**src/rtl/cc_deserializer.sv**
```systemverilog
// Gathers eight 64-bit read beats into a 512-bit cache line and pushes {header, line}
// as one 518-bit word into the refill FIFO; supports critical-word-first bursts.
module cc_deserializer (
    input  logic         clk,
    input  logic         rst,
    input  logic         hdr_valid_i,
    input  logic [5:0]   hdr_i,
    output logic         hdr_ready_o,
    input  logic [63:0]  rdata_i,
    input  logic         rlast_i,
    input  logic         rvalid_i,
    output logic         rready_o,
    input  logic         fifo_full_i,
    output logic         fifo_wren_o,
    output logic [517:0] fifo_wdata_o,
    output logic         err_o
);

    typedef enum logic [1:0] {
        IDLE    = 2'd0,
        COLLECT = 2'd1,
        PUSH    = 2'd2
    } state_t;

    state_t       state;
    logic [5:0]   hdr;
    logic [511:0] line;
    logic [2:0]   idx;
    logic [2:0]   cnt;
    logic         err;

    always_ff @(posedge clk or posedge rst) begin
        if (rst) begin
            state <= IDLE;
            hdr   <= 6'd0;
            line  <= 512'd0;
            idx   <= 3'd0;
            cnt   <= 3'd0;
            err   <= 1'b0;
        end else begin
            err <= 1'b0;
            case (state)
                IDLE: begin
                    if (hdr_valid_i) begin
                        hdr   <= hdr_i;
                        idx   <= hdr_i[2:0];
                        cnt   <= 3'd0;
                        state <= COLLECT;
                    end
                end
                COLLECT: begin
                    if (rvalid_i) begin
                        // Slot 0 is the most significant word of the line
                        for (int k = 0; k < 8; k++) begin
                            if (idx == 3'(k))
                                line[511-64*k -: 64] <= rdata_i;
                        end
                        idx <= idx + 3'd1;
                        cnt <= cnt + 3'd1;
                        if ((rlast_i && cnt != 3'd7) || (!rlast_i && cnt == 3'd7))
                            err <= 1'b1;
                        if (rlast_i || cnt == 3'd7)
                            state <= PUSH;
                    end
                end
                PUSH: begin
                    if (!fifo_full_i)
                        state <= IDLE;
                end
                default: state <= IDLE;
            endcase
        end
    end

    assign hdr_ready_o  = (state == IDLE);
    assign rready_o     = (state == COLLECT);
    assign fifo_wren_o  = (state == PUSH) && !fifo_full_i;
    assign fifo_wdata_o = {hdr, line};
    assign err_o        = err;

endmodule

```
**config.mk**
```make
export PLATFORM = sky130hd
export DESIGN_NAME = cc_deserializer
export DESIGN_NICKNAME = d
export VERILOG_FILES = /design/src/rtl/cc_deserializer.sv
export SDC_FILE = /design/constraint.sdc
export NUM_CORES = 1
export LEC_CHECK = 0
export CORE_AREA = 2 2 236 238
export CTS_BUF_LIST = sky130_fd_sc_hd__clkbuf_8
export DETAILED_ROUTE_END_ITERATION = 10
export DIE_AREA = 0 0 238 240
export GPL_TIMING_DRIVEN = 0
export HOLD_SLACK_MARGIN = 0.1
export PLACE_DENSITY = 0.77
export SLEW_MARGIN = 20
export SYNTH_ARGS = -nofsm -noshare
export SYNTH_HDL_FRONTEND = slang
export SYNTH_SLANG_ARGS = --single-unit
```
**constraint.sdc**
```tcl
create_clock -name clk -period 29 [get_ports clk]
set_input_delay 5.8 -clock clk [delete_from_list [all_inputs] [get_ports clk]]
set_output_delay 5.8 -clock clk [all_outputs]
set_load 0.03 [all_outputs]
```
==> key figures <==
Synth
  – Post-Syn Instances: 1,155
  – Avg Inst Size Synth: roughly 17 sq um
  – #FFs+latches synth: around 530
  – Synth top area share: around two thirds
  – Synth top area cells: dfrtp_1, mux2_2, mux2_4
  – Yosys cell types: 31
  – Post-Syn Nets: ~1,200
  – Post-synth EDFFs: 0
  – Seq/Total Area, Yosys: about two thirds
  – Cell with the most instances after synthesis: dfrtp_1
  – Synth area leader: dfrtp_1
  – Mapped Area: between 20,000 and 25,000 sq um
  – Most frequent cells after synthesis: dfrtp_1, mux2_2, mux2_4, buf_2, buf_6
  – Synth async-reset ratio: 100%
  – Ys flop type: dfrtp_1
  – Yosys warns: 0

Worst setup path
  – Worst Path Arrival: 7.14 ns
  – RR Endpoint: line[96]
  – R2r worst-path depth: 5
  – Worst path required time: roughly 23 ns
  – Critical R2R Launch: state[1]
  – R2R setup slack: about 27 ns
  – Startpoint Class: input pin
  – Worst setup EP type: primary output
  – Critical path type: in -> out
  – Crit-path max FO: 2

Clocking
  – Num CTS Buffers: 90
  – Clk sinks: 527
  – TritonCTS clock tree: built
  – Clk_lat worst skew: ~0.66 ns
  – Setup Buffers After CTS: 0
  – Worst-path clk slew: approximately 0.06 ns
  – Hold Buf Count CTS: 0
  – Post_cts resized: 0
  – H-tree depth: 3
  – Clock Path Buffers: 3
  – Clk Tree Root Cell: clkbuf_8

STA
  – Clock Skew: 0.0239 ns
  – Setup_tns: 0 ns
  – RSZ-0062 raised after global routing: no
  – Fin crit share: roughly 45%
  – Worst-Margin Slew: around 0.74 ns
  – Fmax: 0.0773 GHz
  – Final hold violation count: 0
  – Slew HR: 50.7%
  – Final setup viols: 0
  – Hold WS: between 0.4 and 0.5 ns
  – Final min period: between 10 and 15 ns
  – Slew Viols, Final: 0

Run status
  – Status: complete, no violations

Floorplanning
  – Chip Width: approximately 240 um
  – Core area: between 50,000 and 60,000 sq um
  – Io pins: around 600
  – Die ar.: approximately 57,000 sq um
  – Initial Util: 36.7%
  – # rows: 86
  – Die height: 240 um

Global routing
  – Largest net degree at the start of global routing: ~110
  – Vias in the first global route: 13,600
  – GRT overflow: 0
  – First-pass GRT wire length: approximately 87 mm
  – Initial antenna violation count: 5
  – GRT Total Usage: between 20% and 30%

Power and ir drop
  – Power Density: 136 nW/um^2
  – Peak VDD IR: about 0.072 mV
  – P_leak: 0.0128 uW
  – Pwr Total: 3930 uW

Cells and area
  – Register area: around 13,000 sq um
  – Layout cell share with drive strength beyond 1: between 30% and 40%
  – Synthesis-to-finish area growth: 44.1%
  – Design area: just under 30,000 sq um
  – Final core occ: around 53%
  – Area of the multi-input gates: approximately 6500 sq um
  – Final nets: about 1,900
  – Layout fillers: around 4,400

Placed design
  – Cell area after placement: 27,000 sq um
  – HPWL after detailed placement: about 41 mm
  – Final GP Congestion: 0.793
  – I/O Buffers: about 600

Drt
  – Routed wire length: 58.3 mm
  – Final ANT Viol Nets: 0
  – Initial DRC count: between 400 and 500
  – Vias post-DR: between 10,000 and 15,000
  – # DRC: 0
  – Detailed Routing Iterations Pass 1: 4
  – Vias/cell: between 4 and 5
  – Post-DR wirelength/cell: 22.2 um

Hold path
  – Min-Delay Endpoint: cnt[0]
  – Worst Hold Depth: 1
  – Hold WC Path Type: reg -> reg
  – Min-Delay Startpoint: cnt[0]

Flow run
  – Max Cap Violations: 0
sequential cells by signal, indices dropped and copies added (netlist names):
name and flops:
idx 3, cnt 3, err_o 1, hdr 6
state 2, line 512
worst max-delay path by stage:
stage	from	end	slack, ns	depth (start not counted)
CTS	fifo_full_i	fifo_wren_o	16.05	3
floorplan	rst	cnt[0]	8.47	1
global route	fifo_full_i	fifo_wren_o	16.00	3
global placement	rst	hdr[4]	3.09	2
detailed placement	fifo_full_i	fifo_wren_o	16.06	3
finish	fifo_full_i	fifo_wren_o	16.06	3
cell families (layout without fill, tap and decap cells):
| logic type | after synthesis | after routing | synth area share (%) |
|---|---|---|---|
| AOI/OAI and AO/OA | 10 | 10 | 0.306 |
| DFF | 527 | 527 | 65.8 |
| other | 0 | 3 | 0 |
| muxes | 522 | 522 | 30.4 |
| and+or+nand+nor | 25 | 25 | 0.893 |
| buffers and inverters | 62 | 823 | 1.99 |
| adders and majority gates | 9 | 9 | 0.562 |
routing by layer:
layer	vias to the layer above	wire [um]	global-route usage, %
met1	6610	23100	24.2
met3	103	4180	5.95
met5	-	0	0
met2	437	29100	33.7
li1	5502	-	-
met4	0	1830	8.58
where the power goes:
part	internal [uW]	leakage, uW	switching (uW)
clock	370	0.00105	299
sequential	1080	0.00656	188
combinational	899	0.00524	1090
total	2350	0.0128	1580
cell usage in the layout (no fill, tap or decap), drive strengths merged, types with 4 or more instances in the layout:
master and instances:
inv 40, clkinv 6, nand2 4, buf 59
clkinvlp 4, mux2i 4, ha 9, clkdlybuf4s50 597
mux2 518, o21ai 4, dfrtp 527, clkbuf 115
worst max-delay path, stage by stage:
cell and delay (ns):
clkdlybuf4s50_1 0.43, nor3b_1 0.19, clkdlybuf4s50_1 0.72
area by class of cell:
cell class | instances | area share (%)
repair buffers | 602 | 21.2
diodes | 3 | 0.0260
inverters | 7 | 0.117
flip-flops and latches | 527 | 45.7
multi-input cells | 566 | 22.3
plain buffers | 55 | 1.29
clock buffers | 114 | 5.43
clock inverters | 45 | 0.875
well taps | 704 | 3.05
through the flow:
| stage | worst slack, ns | cells |
|---|---|---|
| CTS | 16.05 | 2620 |
| detailed placement | 16.06 | 2461 |
| global route | 16.00 | 2622 |
| floorplan | 8.47 | 1155 |
| finish | 16.06 | 2623 |
| global placement | 3.09 | 2456 |
Note: power is estimated with default switching activity, not from simulation.
